[src/rtl/trng_seq_ctrl_if.sv]
// Bundle of the sequencer's control, entropy and consumer-side signals.
// The slave modport is the sequencer's view; the master modport is the surrounding logic's view.
interface trng_seq_ctrl_if #(
   parameter int WIDTH = 8
);
   logic             i_start;
   logic             i_rand;
   logic             i_rand_valid;
   logic             i_ready;
   logic             i_clr_fault;
   logic             o_en_sim;
   logic [WIDTH-1:0] o_data;
   logic             o_valid;
   logic             o_busy;
   logic             o_fault;
   logic [2:0]       o_dbg_state;

   modport slave (
      input  i_start, i_rand, i_rand_valid, i_ready, i_clr_fault,
      output o_en_sim, o_data, o_valid, o_busy, o_fault, o_dbg_state
   );

   modport master (
      output i_start, i_rand, i_rand_valid, i_ready, i_clr_fault,
      input  o_en_sim, o_data, o_valid, o_busy, o_fault, o_dbg_state
   );
endinterface

[src/rtl/trng_seq_ctrl.sv]
// TRNG request/response sequencer: warm-up, bit collection with repetition and
// starvation health tests, and a valid/ready word handoff with a sticky fault.
module trng_seq_ctrl #(
   parameter int WIDTH         = 8,
   parameter int WARMUP_CYCLES = 16,
   parameter int REP_LIMIT     = 8,
   parameter int TIMEOUT       = 255
) (
   input  logic            i_clk,
   input  logic            i_rst,
   trng_seq_ctrl_if.slave  bus
);
   localparam int BCW = $clog2(WIDTH + 1);
   localparam int WCW = $clog2(WARMUP_CYCLES + 1);
   localparam int RCW = $clog2(REP_LIMIT + 1);
   localparam int TCW = $clog2(TIMEOUT + 1);

   localparam logic [2:0] S_IDLE    = 3'd0;
   localparam logic [2:0] S_WARMUP  = 3'd1;
   localparam logic [2:0] S_COLLECT = 3'd2;
   localparam logic [2:0] S_HOLD    = 3'd3;
   localparam logic [2:0] S_FAULT   = 3'd4;

   // Handshake: o_data is a word only while o_valid=1; it transfers on a rising
   // edge where o_valid=1 and i_ready=1, and o_data stays fixed until then.

   logic [2:0]       r_state;
   logic [WCW-1:0]   r_warm_cnt;
   logic [BCW-1:0]   r_bit_cnt;
   logic [RCW-1:0]   r_run_cnt;
   logic [TCW-1:0]   r_to_cnt;
   logic [WIDTH-1:0] r_shift;
   logic [WIDTH-1:0] r_data;
   logic             r_en_sim;
   logic             r_valid;
   logic             r_busy;
   logic             r_fault;

   logic [2:0]       w_state_nxt;
   logic [WCW-1:0]   w_warm_nxt;
   logic [BCW-1:0]   w_bit_nxt;
   logic [RCW-1:0]   w_run_nxt;
   logic [TCW-1:0]   w_to_nxt;
   logic [WIDTH-1:0] w_shift_nxt;
   logic [WIDTH-1:0] w_data_nxt;
   logic [WIDTH-1:0] w_shift_cand;
   logic [BCW-1:0]   w_bit_inc;
   logic [RCW-1:0]   w_run_cand;
   logic [TCW-1:0]   w_to_inc;
   logic             w_begin;

   assign w_shift_cand = {r_shift[WIDTH-2:0], bus.i_rand};
   assign w_bit_inc    = r_bit_cnt + BCW'(1);
   assign w_to_inc     = r_to_cnt + TCW'(1);

   // The run restarts at every word; r_shift[0] is the previously accepted bit.
   always_comb begin
      w_run_cand = RCW'(1);
      if ((r_bit_cnt != '0) && (bus.i_rand == r_shift[0])) begin
         w_run_cand = r_run_cnt + RCW'(1);
      end
   end

   always_comb begin
      w_state_nxt = r_state;
      w_warm_nxt  = r_warm_cnt;
      w_bit_nxt   = r_bit_cnt;
      w_run_nxt   = r_run_cnt;
      w_to_nxt    = r_to_cnt;
      w_shift_nxt = r_shift;
      w_data_nxt  = r_data;
      w_begin     = 1'b0;
      case (r_state)
         S_IDLE: begin
            if (bus.i_start) begin
               w_begin = 1'b1;
            end
         end
         S_WARMUP: begin
            if (r_warm_cnt == '0) begin
               w_state_nxt = S_COLLECT;
            end else begin
               w_warm_nxt = r_warm_cnt - WCW'(1);
            end
         end
         S_COLLECT: begin
            if (bus.i_rand_valid) begin
               w_shift_nxt = w_shift_cand;
               w_bit_nxt   = w_bit_inc;
               w_run_nxt   = w_run_cand;
               w_to_nxt    = '0;
               // A failed health test outranks a word completing on the same bit.
               if (w_run_cand == RCW'(REP_LIMIT)) begin
                  w_state_nxt = S_FAULT;
                  w_data_nxt  = '0;
               end else if (w_bit_inc == BCW'(WIDTH)) begin
                  w_state_nxt = S_HOLD;
                  w_data_nxt  = w_shift_cand;
               end
            end else begin
               w_to_nxt = w_to_inc;
               if (w_to_inc == TCW'(TIMEOUT)) begin
                  w_state_nxt = S_FAULT;
                  w_data_nxt  = '0;
               end
            end
         end
         S_HOLD: begin
            if (bus.i_ready) begin
               if (bus.i_start) begin
                  w_begin = 1'b1;
               end else begin
                  w_state_nxt = S_IDLE;
               end
            end
         end
         S_FAULT: begin
            if (bus.i_clr_fault) begin
               w_state_nxt = S_IDLE;
            end
         end
         default: begin
            w_state_nxt = S_IDLE;
         end
      endcase

      if (w_begin) begin
         w_state_nxt = S_WARMUP;
         w_warm_nxt  = WCW'(WARMUP_CYCLES - 1);
         w_bit_nxt   = '0;
         w_run_nxt   = '0;
         w_to_nxt    = '0;
         w_shift_nxt = '0;
      end
   end

   // Outputs are registered from the next state so they align with the state.
   always_ff @(posedge i_clk or posedge i_rst) begin
      if (i_rst) begin
         r_state    <= S_IDLE;
         r_warm_cnt <= '0;
         r_bit_cnt  <= '0;
         r_run_cnt  <= '0;
         r_to_cnt   <= '0;
         r_shift    <= '0;
         r_data     <= '0;
         r_en_sim   <= 1'b0;
         r_valid    <= 1'b0;
         r_busy     <= 1'b0;
         r_fault    <= 1'b0;
      end else begin
         r_state    <= w_state_nxt;
         r_warm_cnt <= w_warm_nxt;
         r_bit_cnt  <= w_bit_nxt;
         r_run_cnt  <= w_run_nxt;
         r_to_cnt   <= w_to_nxt;
         r_shift    <= w_shift_nxt;
         r_data     <= w_data_nxt;
         r_en_sim   <= (w_state_nxt == S_WARMUP) || (w_state_nxt == S_COLLECT);
         r_valid    <= (w_state_nxt == S_HOLD);
         r_busy     <= (w_state_nxt != S_IDLE);
         r_fault    <= (w_state_nxt == S_FAULT);
      end
   end

   assign bus.o_en_sim    = r_en_sim;
   assign bus.o_data      = r_data;
   assign bus.o_valid     = r_valid;
   assign bus.o_busy      = r_busy;
   assign bus.o_fault     = r_fault;
   assign bus.o_dbg_state = r_state;
endmodule

[src/flat_wrapper.sv]
// flat-port wrapper written by rule: the top's interface ports become plain ports
module trng_seq_ctrl_flat 
#(
   parameter int WIDTH         = 8,
   parameter int WARMUP_CYCLES = 16,
   parameter int REP_LIMIT     = 8,
   parameter int TIMEOUT       = 255
)
  (i_clk, i_rst, bus_i_start, bus_i_rand, bus_i_rand_valid, bus_i_ready, bus_i_clr_fault, bus_o_en_sim, bus_o_data, bus_o_valid, bus_o_busy, bus_o_fault, bus_o_dbg_state);
  trng_seq_ctrl_if #(.WIDTH(WIDTH)) bus_i ();
  input  logic i_clk;
  input  logic i_rst;
  input wire logic [$bits(bus_i.i_start)-1:0] bus_i_start;
  input wire logic [$bits(bus_i.i_rand)-1:0] bus_i_rand;
  input wire logic [$bits(bus_i.i_rand_valid)-1:0] bus_i_rand_valid;
  input wire logic [$bits(bus_i.i_ready)-1:0] bus_i_ready;
  input wire logic [$bits(bus_i.i_clr_fault)-1:0] bus_i_clr_fault;
  output wire logic [$bits(bus_i.o_en_sim)-1:0] bus_o_en_sim;
  output wire logic [$bits(bus_i.o_data)-1:0] bus_o_data;
  output wire logic [$bits(bus_i.o_valid)-1:0] bus_o_valid;
  output wire logic [$bits(bus_i.o_busy)-1:0] bus_o_busy;
  output wire logic [$bits(bus_i.o_fault)-1:0] bus_o_fault;
  output wire logic [$bits(bus_i.o_dbg_state)-1:0] bus_o_dbg_state;
  assign bus_i.i_start = bus_i_start;
  assign bus_i.i_rand = bus_i_rand;
  assign bus_i.i_rand_valid = bus_i_rand_valid;
  assign bus_i.i_ready = bus_i_ready;
  assign bus_i.i_clr_fault = bus_i_clr_fault;
  assign bus_o_en_sim = bus_i.o_en_sim;
  assign bus_o_data = bus_i.o_data;
  assign bus_o_valid = bus_i.o_valid;
  assign bus_o_busy = bus_i.o_busy;
  assign bus_o_fault = bus_i.o_fault;
  assign bus_o_dbg_state = bus_i.o_dbg_state;
  trng_seq_ctrl #(.WIDTH(WIDTH), .WARMUP_CYCLES(WARMUP_CYCLES), .REP_LIMIT(REP_LIMIT), .TIMEOUT(TIMEOUT)) u_core (.i_clk(i_clk), .i_rst(i_rst), .bus(bus_i));
endmodule
[config.mk]
export PLATFORM = sky130hd
export DESIGN_NAME = trng_seq_ctrl_flat
export DESIGN_NICKNAME = d
export VERILOG_FILES = /design/src/rtl/trng_seq_ctrl_if.sv /design/src/rtl/trng_seq_ctrl.sv /design/src/flat_wrapper.sv
export SDC_FILE = /design/constraint.sdc
export NUM_CORES = 1
export LEC_CHECK = 0
export CORE_ASPECT_RATIO = 1.75
export CORE_MARGIN = 2
export CORE_UTILIZATION = 49
export DETAILED_ROUTE_END_ITERATION = 6
export PLACE_DENSITY = 0.7
export SYNTH_ARGS = -nofsm -noshare
export SYNTH_HDL_FRONTEND = slang
export SYNTH_SLANG_ARGS = --single-unit
[constraint.sdc]
create_clock -name i_clk -period 1.96 [get_ports i_clk]
set_input_delay 0.294 -clock i_clk [delete_from_list [all_inputs] [get_ports i_clk]]
set_output_delay 0.294 -clock i_clk [all_outputs]
set_load 0.03 [all_outputs]
* Word-level counts from Yosys, hierarchy flattened
Index checks and enable logic that the tools add are counted.
** Operators by class
- Add/sub/neg operators :: 4
- $mul :: 0
- Div/mod/pow operators :: 0
- Order comparisons :: 0
- Equality and inequality tests :: 14
- Shifts and indexed selects :: 0
- Mux-type cells :: 33
- Bitwise gates (word level) :: 0
- Reduce and logical (&&, ||, !) cells :: 13
** Operator list (count)
- $mux 8 :: 7
- $mux 4 :: 7
- $mux 3 :: 9
- $mux 7 :: 3
- $mux 5 :: 3
- $pmux 3 s5 :: 1
- $eq 3x2->1 const B :: 4
- $add 4x1->4 const B :: 2
- $add 8x1->8 const B :: 1
- $eq 4x4->1 const B :: 2
- $eq 8x8->1 const B :: 1
- $reduce_bool 2->1 :: 4
- $eq 3x1->1 const B :: 2
- $eq 3x3->1 const B :: 2
- $logic_not 5->1 :: 1
- $sub 5x1->5 const B :: 1
- $reduce_and 2->1 :: 2
- $reduce_bool 4->1 :: 1
- $logic_not 3->1 :: 1
- $ne 3x1->1 const B :: 1
- $reduce_and 3->1 :: 1
- $reduce_bool 3->1 :: 1
- $mux 1 :: 2
- $ne 2x1->1 const B :: 1
- other kinds (4) :: 4
** Word-level totals
- Register bits after elaboration :: 43
- Bits in latches :: 0
- RAM bits :: 0
- ROM bits :: 0
- Input port bits :: 7
- Memories :: 0

* Longest topological paths before layout
Gate-level depths: netlist of the first run.
- Depth in word-level cells :: 10
- Depth in mapped cells :: 8
- Gate-level depth less buffers :: 8

* Least setup slack after synthesis of the first run
OpenSTA, ideal clock, no wires.
- Path type :: register -> register
- Start :: reg u_core.r_run_cnt[0]
- End :: reg u_core.r_data[0] (netlist: u_core.bus.o_data[0])
- Library setup time :: 0.121 ns
- Arrival :: 1.925 ns
- Data required time :: 1.839 ns
- Slack :: -0.086 ns
- Cell stages (with the launch flop) :: 8
- Period minus slack after synthesis :: 2.046 ns
- Cell sequence :: dfrtp_1 -> ha_1 -> or2_1 -> o21ai_1 -> a21oi_1 -> or3_1 -> a311o_2 -> a22o_1
** On the way
- Word-level cells in the longest chain between the ends :: 5
- Elaborated cells on any way between the ends :: 7
- Classes of those cells :: add/sub: 1; eq/ne: 2; mux: 3; reduce/logical: 1
** Ends and longest elaborated chain
- start, declared :: line trng_seq_ctrl.sv:30 : logic [RCW-1:0] r_run_cnt;
- start signal, assigned :: line trng_seq_ctrl.sv:155 : r_run_cnt <= w_run_nxt;
- $add 4x1->4 * :: line trng_seq_ctrl.sv:60 : w_run_cand = r_run_cnt + RCW'(1);
- $mux 4 * :: line trng_seq_ctrl.sv:59 : if ((r_bit_cnt != '0) && (bus.i_rand == r_shift[0])) begin
- $eq 4x4->1 * :: line trng_seq_ctrl.sv:93 : if (w_run_cand == RCW'(REP_LIMIT)) begin
- $ne 3x1->1 (no source line) / $mux 8 (equally long branches)
- $reduce_and 3->1 (no source line) / $mux 8 (equally long branches)
- end signal, assigned :: line trng_seq_ctrl.sv:158 : r_data <= w_data_nxt;
- end, declared :: line trng_seq_ctrl.sv:33 : logic [WIDTH-1:0] r_data;
Every way passes the cells marked *; elsewhere a longest branch is shown, timed or not.
A chain may end at the register's enable or synchronous reset.

* Final worst setup path of the first run
- Start :: reg u_core.r_run_cnt[1]
- End :: reg u_core.r_data[4] (netlist: u_core.bus.o_data[4])
The elaborated chain is that of the path after synthesis.

==> results of run 1 <==
power by group:
| part | switching [mW] | internal [mW] | total [mW] |
|---|---|---|---|
| logic | 0.606 | 0.552 | 1.16 |
| registers | 0.0909 | 1.01 | 1.10 |
| clock network | 0.338 | 0.255 | 0.593 |
| total | 1.03 | 1.82 | 2.85 |
synth_stat cells, types with 2 or more instances:
| library cell | n |
|---|---|
| a211o_1 | 2 |
| a21oi_1 | 3 |
| a22o_1 | 16 |
| a31oi_1 | 3 |
| and2_1 | 2 |
| and3_1 | 3 |
| and3_4 | 2 |
| buf_2 | 3 |
| buf_4 | 2 |
| clkbuf_1 | 2 |
| dfrtp_1 | 43 |
| ha_1 | 6 |
| inv_1 | 10 |
| nand2_1 | 30 |
| nand3_1 | 12 |
| nand3_2 | 2 |
| nand4b_1 | 2 |
| nor2_1 | 9 |
| nor3_1 | 2 |
| o21ai_0 | 17 |
| o21ai_1 | 2 |
| o31ai_1 | 2 |
| xnor2_1 | 5 |
| xor2_1 | 7 |
final cells by class:
cell class	instances	area share, %
Multi-Input combinational cell	154	37.3
Clock inverter	3	0.817
Tap cell	51	2.19
Timing Repair Buffer	65	19.0
Inverter	10	1.29
Sequential cell	43	37.0
Clock buffer	5	2.37
flip-flops by register name, summed over array words and instances (netlist names):
register                count
u_core.bus.o_busy           1
u_core.bus.o_data           8
u_core.bus.o_dbg_state      3
u_core.bus.o_en_sim         1
u_core.bus.o_fault          1
u_core.bus.o_valid          1
u_core.r_bit_cnt            4
u_core.r_run_cnt            4
u_core.r_shift              7
u_core.r_to_cnt             8
u_core.r_warm_cnt           5
through the flow:
step                      utilization, %  worst slack (ps)
after floorplan                        -              12.0
after global placement              62.4              -242
after detailed placement            62.4              -306
after CTS                           65.9             -89.1
after global routing                66.7              -148
final                               66.7             -87.8
cell families after synthesis:
group	Yosys count	synth area share [%]
and+or+nand+nor	78	19.4
AOI/OAI and AO/OA	57	19.4
DFF	43	49.1
buffers and inverters	17	3.43
xor gates and xnor gates	12	4.80
adders and majority gates	6	3.43
muxes	1	0.457
critical path, delay by kind of cell (launching register included):
family	cells	cell delay, ps
adder cells (fa/ha/maj)	1	210
AO/OA/AOI/OAI	4	770
flip-flops	1	400
AND/OR/NAND/NOR	2	560
final timing paths:
check | from | end | cells past startpoint
worst max-delay path | u_core.r_run_cnt[1] | u_core.bus.o_data[4] | 7
max in group asynchronous | i_rst | u_core.r_run_cnt[3] | 3
min in group i_clk | u_core.r_shift[6] | u_core.r_shift[6] | 1
worst min register to register | u_core.r_shift[6] | u_core.r_shift[6] | 1
worst max register to register | u_core.r_run_cnt[1] | u_core.bus.o_data[4] | 7
worst min-delay path | i_rst | u_core.r_to_cnt[4] | 3
routing by layer:
| layer | GRT usage, % | routed length, um | vias up |
|---|---|---|---|
| li1 | - | - | 898 |
| met5 | 0 | 0 | - |
| met3 | 3.06 | 117 | 12 |
| met4 | 10.8 | 146 | 0 |
| met1 | 28.8 | 2110 | 924 |
| met2 | 37.0 | 2670 | 31 |
what timing repair did:
item | 4_1_cts | 5_1_grt
setup endpoints to repair | 9 | 13
setup buffers | 5 | 0
resized for setup | 3 | 9
pin swaps | 2 | 5
hold endpoints to repair | 0 | 0
hold buffers | 0 | 0
==> summary.md, run 1 <==
| Metric | Value |
|---|---|
| Vias after detailed routing | `roughly 1,900` |
| Clock-pin transition on the worst setup and hold timing paths | `90 ps` |
| Seq/Total Area, Yosys | `49.1%` |
| Post-synth EDFFs | `0` |
| Aggregate global routing overflow | `0` |
| Part of the cycle the worst path needs | `104%` |
| PwrDens | `a little under 1000 nW/um^2` |
| Cells after synthesis | `214` |
| Post-synth top area share | `between 40% and 50%` |
| Clk root buf | `clkbuf_8` |
| Largest net degree at the start of global routing | `44` |
| # H-tree levels | `2` |
| N_diodes | `0` |
| Layout Nets | `a little under 300` |
| DP HPWL | `3530 um` |
| Row Count | `32` |
| FF+latch count, synth | `43` |
| Number of fill cells | `approximately 350` |
| Die Wd | `54.5 um` |
| Top FF cell, synth | `dfrtp_1` |
| Initial Util | `between 50% and 60%` |
| Commonest cells after routing, fill and taps aside | `buf_4 (43), dfrtp_1 (43), nand2_1 (30)` |
| Area growth syn-to-layout | `32.8%` |
| Clock skew | `6.09 ps` |
| Cell taking the most area after synthesis | `dfrtp_1` |
| CP required | `2150 ps` |
| First-pass DRT Iterations | `4` |
| Status | `finished with violations` |
| Number of clock sinks | `between 40 and 50` |
| VDD IR max | `roughly 0.67 mV` |
| Tot Pwr | `approximately 2.9 mW` |
| IO buf count | `21` |
| Worst-margin pin slew | `603 ps` |
| RSZ-0062 raised after global routing | `true` |
| Die height | `just over 90 um` |
| Routed Wire Length | `about 5000 um` |
| Tot GR Track Use | `between 20% and 30%` |
| Mapped cell area | `2190 sq um` |
| Sequential cell area | `1080 sq um` |
| Max cap viols | `0` |
| Final setup fails | `8` |
| HP Class | `input port to async pin` |
| Multi-input logic area | `1090 sq um` |
| Min Tclk post-route | `roughly 2000 ps` |
| Core ar. | `4360 sq um` |
| Vias in the first global route | `1,837` |
| Synth warn | `0` |
| Failing checks | `negative setup slack` |
| Slowest cell delay on critical path | `~400 ps` |
| Async set-reset flop share out of synthesis | `100%` |
| Critical path launch point type | `flop` |
| Final Non-Filler Cells | `around 330` |
| Initial drt markers | `between 50 and 60` |
| First-pass GRT wire length | `approximately 8500 um` |
| Worst path arrival time | `2240 ps` |
| Routed len/inst | `about 15 um` |
| Initial antenna violation count | `0` |
| Clk_lat worst skew | `roughly 300 ps` |
| Setup ws final | `-87.8 ps` |
| # DRC | `0` |
| Area contributors post-synth | `dfrtp_1 (49%), a22o_1 (6.4%), nand2_1 (5.1%)` |
| Crit Path Category | `flop to flop` |
| CTS tree | `yes` |
| Critical path's slowest cell | `dfrtp_1` |
| Critical-path cell list | `ha_2 -> or2_1 -> o21ai_2 -> a21oi_2 -> or3_4 -> a311o_2 -> a22o_1` |
| Design Area, Final | `between 2000 and 3000 sq um` |
| R2r setup slk | `-90 ps` |
| Worst Path Max Fanout | `8` |
| Slew headroom | `59.3%` |
| Setup TNS | `-633 ps` |
| Layout cells sized above 1 | `26.8%` |
| Synth Net Count | `between 200 and 250` |
| Dpl cells | `318` |
| Hold_ws | `around 410 ps` |
| Slew Viols, Final | `0` |
| Final Hold Vio Count | `0` |
| Io pins | `22` |
| FMAX | `0.488 GHz` |
| ANT nets after route | `0` |
| Synth cell types | `51` |
| Placed cell areas | `2720 sq um` |
| Longest Clk Path Bufs | `2` |
| CTS Buf Count | `5` |
| Number of vias per cell | `around 5.6` |
| Leakage | `approximately 1.3 nW` |
| Syn avg cell area | `roughly 10 sq um` |
| Critical path endpoint category | `flop` |
| Die area | `around 5000 sq um` |
| Routability cong. | `about 0.87` |
No activity file was read; power rests on OpenSTA's default activity.
==> run 2: changes to the inputs <==
--- a/config.mk
+++ b/config.mk
@@ -9,7 +9,7 @@
 export CORE_MARGIN = 2
 export CORE_UTILIZATION = 49
 export DETAILED_ROUTE_END_ITERATION = 6
-export PLACE_DENSITY = 0.7
+export PLACE_DENSITY = 0.67
 export SYNTH_ARGS = -nofsm -noshare
 export SYNTH_HDL_FRONTEND = slang
 export SYNTH_SLANG_ARGS = --single-unit
==> constraint.sdc (replaced) <==
create_clock -name i_clk -period 2.2 [get_ports i_clk]
set_input_delay 0.33 -clock i_clk [delete_from_list [all_inputs] [get_ports i_clk]]
set_output_delay 0.33 -clock i_clk [all_outputs]
set_load 0.03 [all_outputs]
==> summary.md, run 2 (synthesized netlist as in run 1, its figures left out) <==
| Metric | Value |
|---|---|
| Die height | `92.5 um (unchanged)` |
| HP Class | `input port to async pin` |
| Critical path's slowest cell | `a311o_2` |
| First-pass DRT Iterations | `5 (+1)` |
| Hold bufs inserted after CTS | `0 (unchanged)` |
| Area growth syn-to-layout | `22.9%` |
| Die area | `5040 sq um (unchanged)` |
| First-pass GRT wire length | `7620 um (-9.9%)` |
| Clk_lat worst skew | `290 ps (about the same)` |
| ANT nets after route | `0 (unchanged)` |
| Clock skew | `5.58 ps (-0.507 ps)` |
| CTS Buf Count | `5 (unchanged)` |
| N_diodes | `0 (unchanged)` |
| Sequential cell area | `1080 sq um (+0.23%)` |
| Tot Pwr | `2.59 mW (-9.0%)` |
| IO buf count | `21 (unchanged)` |
| Critical path launch point type | `flop` |
| Io pins | `22 (unchanged)` |
| Part of the cycle the worst path needs | `96.6% (-7.9 points)` |
| Clk root buf | `clkbuf_8` |
| Routed len/inst | `15.0 um (-1.3%)` |
| Slowest cell delay on critical path | `490 ps (+90 ps)` |
| Leakage | `1.17 nW (-9.7%)` |
| Vias after detailed routing | `1,693 (-9.2%)` |
| Number of vias per cell | `5.59 (-0.83%)` |
| Initial antenna violation count | `0 (unchanged)` |
| Initial drt markers | `20 (-66%)` |
| # H-tree levels | `2 (unchanged)` |
| Clock-pin transition on the worst setup and hold timing paths | `90 ps (about the same)` |
| Worst Path Max Fanout | `8 (unchanged)` |
| Status | `finished, final reports clean` |
| Critical path endpoint category | `flop` |
| Placed cell areas | `2540 sq um (-6.7%)` |
| Die Wd | `54.5 um (unchanged)` |
| Tot GR Track Use | `20.9% (-1.9 points)` |
| Min Tclk post-route | `2130 ps (+77.9 ps)` |
| Max cap viols | `0 (unchanged)` |
| Row Count | `32 (unchanged)` |
| PwrDens | `963 nW/um^2 (-1.7%)` |
| Worst path arrival time | `2310 ps (+70 ps)` |
| Longest Clk Path Bufs | `2 (unchanged)` |
| VDD IR max | `0.675 mV (+0.17%)` |
| Largest net degree at the start of global routing | `44 (unchanged)` |
| Commonest cells after routing, fill and taps aside | `dfrtp_1 (41), nand2_1 (30), clkdlybuf4s50_1 (21)` |
| FMAX | `0.470 GHz (-3.7%)` |
| Aggregate global routing overflow | `0 (unchanged)` |
| CTS tree | `yes` |
| Commonest non-fill, non-tap cell in the layout | `dfrtp_1` |
| Design Area, Final | `2690 sq um (-7.4%)` |
| # DRC | `0 (unchanged)` |
| Final Hold Vio Count | `0 (unchanged)` |
| Routed Wire Length | `4550 um (-9.7%)` |
| Layout Nets | `264 (-9.6%)` |
| CP required | `2380 ps (+230 ps)` |
| RSZ-0062 raised after global routing | `true` |
| Critical-path cell list | `ha_2 -> or2_1 -> o21ai_2 -> a21oi_1 -> or3_1 -> a311o_2 -> a22o_1` |
| Crit Path Category | `flop to flop` |
| Routability cong. | `0.911 (+5.1%)` |
| Multi-input logic area | `1050 sq um (-3.7%)` |
| DP HPWL | `3260 um (-7.6%)` |
| Worst-margin pin slew | `754 ps (+151 ps)` |
| Slew Viols, Final | `0 (unchanged)` |
| Vias in the first global route | `1,624 (-12%)` |
| Slew headroom | `49.1% (-10 points)` |
| Number of fill cells | `385 (+9.7%)` |
| Layout cells sized above 1 | `16.7% (-10 points)` |
| R2r worst-path depth | `7 (unchanged)` |
| Core ar. | `4360 sq um (unchanged)` |
| Initial Util | `50.2% (unchanged)` |
| Number of clock sinks | `43 (unchanged)` |
| Final setup fails | `0 (-8)` |
==> run 2: stage by stage <==
step	hold WS, ps	cells	utilization (%)	TNS, ps	setup WS (ps)
floorplan	466	214	-	0	154
global placement	487	294	58.2	-631	-80.2
detailed placement	480	294	58.2	-925	-131
CTS	496	302	61.3	0	14.9
global route	526	303	61.7	-112	-39.6
finish	468	303	61.7	0	74.3
==> run 2: path summary, 6_finish.rpt <==
check / from / to / slack (ps)
min: i_rst / u_core.r_to_cnt[6] / 470
max in group asynchronous: i_rst / u_core.r_to_cnt[0] / 1330
min reg2reg: u_core.bus.o_data[7] / u_core.bus.o_data[7] / 510
min in group i_clk: u_core.bus.o_data[7] / u_core.bus.o_data[7] / 510
max reg2reg: u_core.r_run_cnt[1] / u_core.bus.o_data[2] / 70
max: u_core.r_run_cnt[1] / u_core.bus.o_data[2] / 70
==> run 2: layout make-up <==
class / count / share of cell area (%)
clock buffer: 5 / 2.56
clock inverter: 3 / 2.51
inverter: 10 / 1.39
multi-input combinational: 154 / 38.8
sequential: 43 / 40.1
tap: 51 / 2.37
timing repair buffer: 37 / 12.3
==> run 2: timing repair <==
item,CTS,global route
endpoints found under the setup margin,0,8
gates resized for setup,0,5
buffers inserted,0,1
==> run 2: critical path, delay by kind of cell, from the launching register on <==
family                     cells  cell delay, ps
AOI/OAI and AO/OA              4             860
adders and majority gates      1             200
DFF                            1             410
and+or+nand+nor                2             550
==> run 2: metal layers <==
layer  global-route usage, %  part of all wire, %  vias up
met5                       0                    0        -
li1                        -                    -      841
met3                    3.39                  2.3       11
met1                    26.8                   45      815
met4                    9.79                  2.5        0
met2                    33.2                   50       26
==> run 2: power by group <==
part	switching, mW	internal, mW
sequential	0.0934	0.899
clock	0.284	0.453
combinational	0.477	0.388
total	0.854	1.74
==> run 3: changes to the inputs <==
--- a/config.mk
+++ b/config.mk
@@ -6,10 +6,11 @@
 export NUM_CORES = 1
 export LEC_CHECK = 0
 export CORE_ASPECT_RATIO = 1.75
-export CORE_MARGIN = 2
+export CORE_MARGIN = 5
 export CORE_UTILIZATION = 49
 export DETAILED_ROUTE_END_ITERATION = 6
 export PLACE_DENSITY = 0.67
+export SLEW_MARGIN = 20
 export SYNTH_ARGS = -nofsm -noshare
 export SYNTH_HDL_FRONTEND = slang
 export SYNTH_SLANG_ARGS = --single-unit
==> summary.md, run 3 (synthesized netlist as in run 1, its figures left out) <==
| Metric | Value |
|---|---|
| IO buf count | `21 (unchanged)` |
| DP HPWL | `3370 um (+3.6%)` |
| CTS tree | `yes` |
| # DRC | `0 (unchanged)` |
| First-pass GRT wire length | `8110 um (+6.3%)` |
| Routed Wire Length | `4590 um (+0.70%)` |
| Clock skew | `7.76 ps (+2.18 ps)` |
| Die area | `5960 sq um (+18%)` |
| FMAX | `0.464 GHz (-1.4%)` |
| Initial drt markers | `50 (+150%)` |
| Tot Pwr | `2.36 mW (-9.1%)` |
| Final setup fails | `0 (unchanged)` |
| Crit Path Category | `flop to flop` |
| Worst Path Max Fanout | `8 (unchanged)` |
| Layout cells sized above 1 | `17.3% (+0.59 points)` |
| Max cap viols | `0 (unchanged)` |
| Number of clock sinks | `43 (unchanged)` |
| VDD IR max | `0.575 mV (-15%)` |
| HP Class | `input port to async pin` |
| Vias in the first global route | `1,744 (+7.4%)` |
| Number of vias per cell | `5.63 (+0.83%)` |
| Leakage | `1.17 nW (-0.29%)` |
| CTS Buf Count | `5 (unchanged)` |
| First-pass DRT Iterations | `4 (-1)` |
| Worst path arrival time | `2340 ps (+30 ps)` |
| Worst-margin pin slew | `785 ps (+31.5 ps)` |
| Layout Nets | `267 (+1.1%)` |
| Pre-CTS setup slack | `-138 ps (-7.18 ps)` |
| Part of the cycle the worst path needs | `98.0% (+1.4 points)` |
| Aggregate global routing overflow | `0 (unchanged)` |
| Routability cong. | `0.825 (-9.4%)` |
| Hold_ws | `469 ps (+0.927 ps)` |
| N_diodes | `0 (unchanged)` |
| Tot GR Track Use | `17.8% (-3.1 points)` |
| Io pins | `22 (unchanged)` |
| Die Wd | `60.5 um (+11%)` |
| Row Count | `32 (unchanged)` |
| # H-tree levels | `2 (unchanged)` |
| Initial antenna violation count | `0 (unchanged)` |
| R2r worst-path depth | `7 (unchanged)` |
| Core ar. | `4360 sq um (unchanged)` |
| Longest Clk Path Bufs | `2 (unchanged)` |
| R2R Path Start | `u_core.r_run_cnt[1]` |
| CP required | `2380 ps (about the same)` |
| Slew headroom | `47.0% (-2.1 points)` |
| Routed len/inst | `15.0 um (-0.28%)` |
| Critical path endpoint category | `flop` |
| RSZ-0062 raised after global routing | `true` |
| Critical path launch point type | `flop` |
| Worst R2R End | `u_core.bus.o_data[2]` |
| Die height | `98.5 um (+6.5%)` |
| Status | `finished, final reports clean` |
| Vias after detailed routing | `1,724 (+1.8%)` |
| Setup ws final | `43.4 ps (-31.0 ps)` |
| Commonest non-fill, non-tap cell in the layout | `dfrtp_1` |
| Clock-pin transition on the worst setup and hold timing paths | `90 ps (about the same)` |
| ANT nets after route | `0 (unchanged)` |
| Area growth syn-to-layout | `21.8%` |
| R2r setup slk | `40 ps (-30 ps)` |
| Final Hold Vio Count | `0 (unchanged)` |
| PwrDens | `883 nW/um^2 (-8.3%)` |
| Min Tclk post-route | `2160 ps (+31.0 ps)` |
| Initial Util | `50.2% (unchanged)` |
| Largest net degree at the start of global routing | `44 (unchanged)` |
| Clk root buf | `clkbuf_8` |
| Commonest cells after routing, fill and taps aside | `dfrtp_1 (42), nand2_1 (29), clkdlybuf4s50_1 (21)` |
| Slew Viols, Final | `0 (unchanged)` |
| Clk_lat worst skew | `290 ps (about the same)` |
==> run 3: changes by cell type in the layout (fill, tap and decap cells not counted) <==
cell       change
buf_4          +2
buf_6          +1
bufinv_16      -2
clkbuf_1       +1
clkinv_2       +1
dfrtp_1        +1
dfrtp_2        -1
nand2_1        -1
nand2_2        +1
o21ai_0        +1
o21ai_1        -1
==> run 3: worst max path at each step <==
| stage | cells past startpoint | slack, ps | end | start |
|---|---|---|---|---|
| 2_1_floorplan | 7 | 150 | u_core.bus.o_data[0] | u_core.r_run_cnt[0] |
| 3_3_place_gp | 6 | -80 | u_core.bus.o_data[6] | bus_i_rand |
| 3_5_place_dp | 6 | -140 | u_core.bus.o_data[6] | bus_i_rand |
| 4_1_cts | 7 | 20 | u_core.bus.o_data[2] | u_core.r_to_cnt[0] |
| 5_1_grt | 7 | -50 | u_core.bus.o_data[2] | u_core.r_run_cnt[1] |
| 6_report | 7 | 40 | u_core.bus.o_data[2] | u_core.r_run_cnt[1] |
==> run 3: timing repair <==
item / 4_1_cts / 5_1_grt
gates resized for setup: 0 / 5
setup endpoints to repair: 0 / 8
setup buffers: 0 / 3
hold buffers: 0 / 0
==> run 3: final cells by class <==
cell class | count | area, sq um
flip-flops and latches | 43 | 1080
clock buffers | 6 | 72.6
fillers | 385 | 1700
clock inverters | 2 | 12.5
repair buffers | 40 | 357
well taps | 51 | 63.8
inverters | 10 | 37.5
multi-input cells | 154 | 1050
==> run 3: critical path, stage by stage (launching register included) <==
cell and delay [ps]:
dfrtp_1 420, ha_2 210, or2_1 210, o21ai_2 70, a21oi_1 80, or3_1 340
a311o_2 490, a22o_1 220
==> run 3: power breakdown <==
part	total [mW]	leakage, nW	internal, mW	switching (mW)
Combinational	0.861	0.549	0.396	0.465
Sequential	1.00	0.576	0.899	0.103
Clock	0.494	0.0412	0.222	0.272
==> run 3: per-stage QoR <==
step / setup TNS (ps) / area, sq um / utilization (%) / instances
floorplan: 0 / 2190 / - / 214
global placement: -661 / 2550 / 58.4 / 295
detailed placement: -1040 / 2550 / 58.4 / 295
CTS: 0 / 2630 / 60.3 / 303
global route: -279 / 2670 / 61.2 / 306
finish: 0 / 2670 / 61.2 / 306
==> run 3: routing by layer <==
layer,global-route usage (%),vias to the layer above,wire (um)
li1,-,847,-
met1,22.0,846,1920
met2,30.3,24,2460
met3,2.88,7,128
met4,6.51,0,77
met5,0,-,0
==> patch 1: new RTL, settings of run 2 <==
Make the reset (`i_rst`) synchronous in one clocked block.
--- a/src/rtl/trng_seq_ctrl.sv
+++ b/src/rtl/trng_seq_ctrl.sv
@@ -135,7 +135,7 @@
    end
 
    // Outputs are registered from the next state so they align with the state.
-   always_ff @(posedge i_clk or posedge i_rst) begin
+   always_ff @(posedge i_clk) begin
       if (i_rst) begin
          r_state    <= S_IDLE;
          r_warm_cnt <= '0;
Check against the original RTL: differs if i_rst is asserted again (counterexample within 4 cycles, from zero or initial values and one cycle with i_rst high); with i_rst held inactive, the same outputs for 10 cycles.
==> patch 1 against run 2 <==
- hold slack lost 0.015 ns
- maximum frequency grew 3.5%
- setup slack gained 0.072 ns
- design area shrank 0.56%
- synthesized area grew 2.1%
- wire length grew 7.7%
- count of clock-buffer cells in the layout is the same
- sequential cell count is the same
- largest cell class is now multi-input gates
Power is not compared: it rests on default switching activity, and its combinational part moved more than twofold at a synthesized area within 25%.
==> patch 1: results <==
metrics = {
    "routing": {
        "wl_met2_um": 2668,
        "wirelength_um": 4904,
        "viasPerCell": 5.499,
        "firstDrtPassIters": 4,
    },
    "finish": {
        "signal_buffers": 39,
        "clkCellAreaFrac_pct": 4.206,
        "nonClkBufAreaFrac_pct": 12.90,
        "seqCellArea_um2": 864.6,
        "nets": 316,
        "multi_input_area_share_pct": 47.10,
        "num-multi-input-gates": 206,
    },
    "setup_path": {
        "critPathArrivalTime_ns": 2.22,
        "max_stage_delay_ns": 0.61,
        "crit_slowest_cell": "or4b_2",
    },
    "global_routing": {
        "grt_pass1_vias": 1822,
        "grt_start_max_net_pins": 20,
        "grt_usage_pct": 22.08,
        "grt_pass1_wl_um": 8376,
    },
    "place": {
        "finalWeightedCongestion": 0.7862,
        "dp.cells": 347,
        "pre_cts_ws_ns": -0.1493,
        "placed_area_mm2": 0.002546,
        "hpwl_um": 3628,
    },
    "logic_synthesis": {
        "synthMuxAreaShare_pct": 3.581,
        "synth_area_leaders": "dfxtp_1, nand2_1, a21oi_1, nor2_1, nand2b_1",
        "post_synth.cell_area_avg_um2": 8.160,
        "synth_seq_area_share_pct": 38.50,
        "synth_common_cells": "dfxtp_1, nand2_1, nor2_1",
        "async_flop_share_pct": 0,
        "synth_compound_area_share_pct": 17.12,
    },
    "run_status": {
        "status": "completed",
    },
    "sta": {
        "worst_pin_slew_ns": 0.4868,
        "skew_ns": 0.008383,
    },
    "clock_network": {
        "cts_resized": 1,
    },
    "min_path": {
        "worstHoldPathType": "flip-flop to flip-flop",
    },
}
## patch 1: cell count changes in the layout (fill, tap and decap cells not counted), moves of 4 or more
cell and change:
a22o_1 -16, nand2_1 +9, nand3b_1 +4, a21oi_1 +25, nor2_1 +20, nand3_1 -4
dfxtp_1 +40, o21ai_0 -5, mux2i_1 +7, dfrtp_1 -41, nand2b_1 +12
## patch 1: path summary, 6_finish.rpt
| check | start | to | slack, ns | cells past startpoint |
|---|---|---|---|---|
| worst max-delay path | u_core.r_warm_cnt[0] | u_core.bus.o_busy | 0.15 | 8 |
| worst min-delay path | u_core.r_warm_cnt[4] | u_core.r_warm_cnt[4] | 0.45 | 2 |
| worst max register to register | u_core.r_warm_cnt[0] | u_core.bus.o_busy | 0.15 | 8 |
| worst min register to register | u_core.r_warm_cnt[4] | u_core.r_warm_cnt[4] | 0.45 | 2 |
## patch 1: metal layers
metal / global-route usage (%) / up-vias
met3: 3.994 / 6
met4: 7.927 / 0
li1: - / 1012
met1: 24.49 / 912
met5: 0 / -
met2: 39.58 / 22
==> patch 2: new RTL, settings of run 2 <==
Without the edit above. `TIMEOUT` is set to 255 in 2 places; all go to 510.
--- a/src/rtl/trng_seq_ctrl.sv
+++ b/src/rtl/trng_seq_ctrl.sv
@@ -4,7 +4,7 @@
    parameter int WIDTH         = 8,
    parameter int WARMUP_CYCLES = 16,
    parameter int REP_LIMIT     = 8,
-   parameter int TIMEOUT       = 255
+   parameter int TIMEOUT       = 510
 ) (
    input  logic            i_clk,
    input  logic            i_rst,
--- a/src/flat_wrapper.sv
+++ b/src/flat_wrapper.sv
@@ -4,7 +4,7 @@
    parameter int WIDTH         = 8,
    parameter int WARMUP_CYCLES = 16,
    parameter int REP_LIMIT     = 8,
-   parameter int TIMEOUT       = 255
+   parameter int TIMEOUT       = 510
 )
   (i_clk, i_rst, bus_i_start, bus_i_rand, bus_i_rand_valid, bus_i_ready, bus_i_clr_fault, bus_o_en_sim, bus_o_data, bus_o_valid, bus_o_busy, bus_o_fault, bus_o_dbg_state);
   trng_seq_ctrl_if #(.WIDTH(WIDTH)) bus_i ();
Function: no difference found for any inputs over 10 cycles, from zero or initial values and one cycle with i_rst high; that may be too few to reach the edited logic, so the function may still have changed.
==> patch 2 against run 2 <==
- wire length decreased by 2.2%
- synthesized area increased by 0.29%
- setup slack lost 0.044 ns
- sequential share of layout area shrank 0.065 points
- sequential cell count grew 1
- design area up 2.6%
- power is 19% lower
- critical path type unchanged
==> patch 2: results <==
metrics = {
    "setup_path": {
        "crit_start": "u_core.r_to_cnt[0]",
        "reg2regPathDepth": 8,
        "rrSetupSlack_ns": 0.03,
    },
    "place": {
        "pre_cts_ws_ns": -0.2568,
        "hpwl_um": 3330,
        "finalWeightedCongestion": 0.7753,
        "dp.cells": 313,
    },
    "clock_network": {
        "cts_resized": 1,
        "clkSinkCount": 44,
    },
    "routing": {
        "viasPerCell": 5.467,
        "vias": 1766,
        "drt-met1-wl_um": 1817,
        "met3_length_um": 83,
        "firstDrtPassIters": 4,
    },
    "finish": {
        "nonClkBufAreaFrac_pct": 14.31,
        "signal_buffers": 44,
        "nets": 284,
        "multi_input_area_share_pct": 38.68,
        "seqCellArea_mm2": 0.001105,
        "clkCellAreaFrac_pct": 3.351,
        "n_fill_cell": 382,
        "area_growth_pct": 25.74,
        "num-multi-input-gates": 166,
    },
    "global_routing": {
        "use_met2_pct": 35.52,
        "grt.met3_usage_pct": 3.871,
    },
    "logic_synthesis": {
        "synth_nets": 240,
        "synth_common_cells": "dfrtp_1, nand2_1, nor2_1",
        "synth_seq_area_share_pct": 50.11,
        "synth_area_leaders": "dfrtp_1, nand2_1, o21ai_0, nor2_1, ha_1",
        "synth-adder-area-share_pct": 3.417,
        "synthMuxAreaShare_pct": 0.4556,
        "synth_compound_area_share_pct": 16.80,
        "synth_cell_types": 41,
    },
    "sta": {
        "skew_ns": 0.008277,
        "slew_headroom_pct": 60.14,
    },
    "power": {
        "powerSeq_mw": 0.966,
        "peakVddDrop_v": 0.0005383,
        "switching_power_mw": 0.7180,
    },
    "run_status": {
        "status": "completed",
    },
}
patch 2: cell count changes in the layout (fill, tap and decap cells not counted), moves of 3 or more:
| cell | before | now |
|---|---|---|
| nor2_1 | 9 | 21 |
| a22o_1 | 16 | 8 |
| buf_4 | 16 | 22 |
| nor2b_1 | 0 | 4 |
| a21o_1 | 0 | 3 |
| a21oi_1 | 3 | 6 |
| a31oi_1 | 3 | 0 |
| nand2b_1 | 1 | 4 |
| nand3b_1 | 0 | 3 |
| o31ai_1 | 2 | 5 |
patch 2: cell families after synthesis:
kind of cell,Yosys count
mux,1
flops,44
xor+xnor,12
compound gates,50
fa+ha+maj,6
simple gates,97
buf+inv,17
patch 2: worst max-delay path, cell delays in order, from the launching register on:
cell       delay, ns
dfrtp_1         0.40
ha_4            0.16
nand2_4         0.06
or3_4           0.35
a2111oi_4       0.42
a21oi_2         0.10
a211oi_2        0.36
buf_4           0.17
nor2_1          0.03
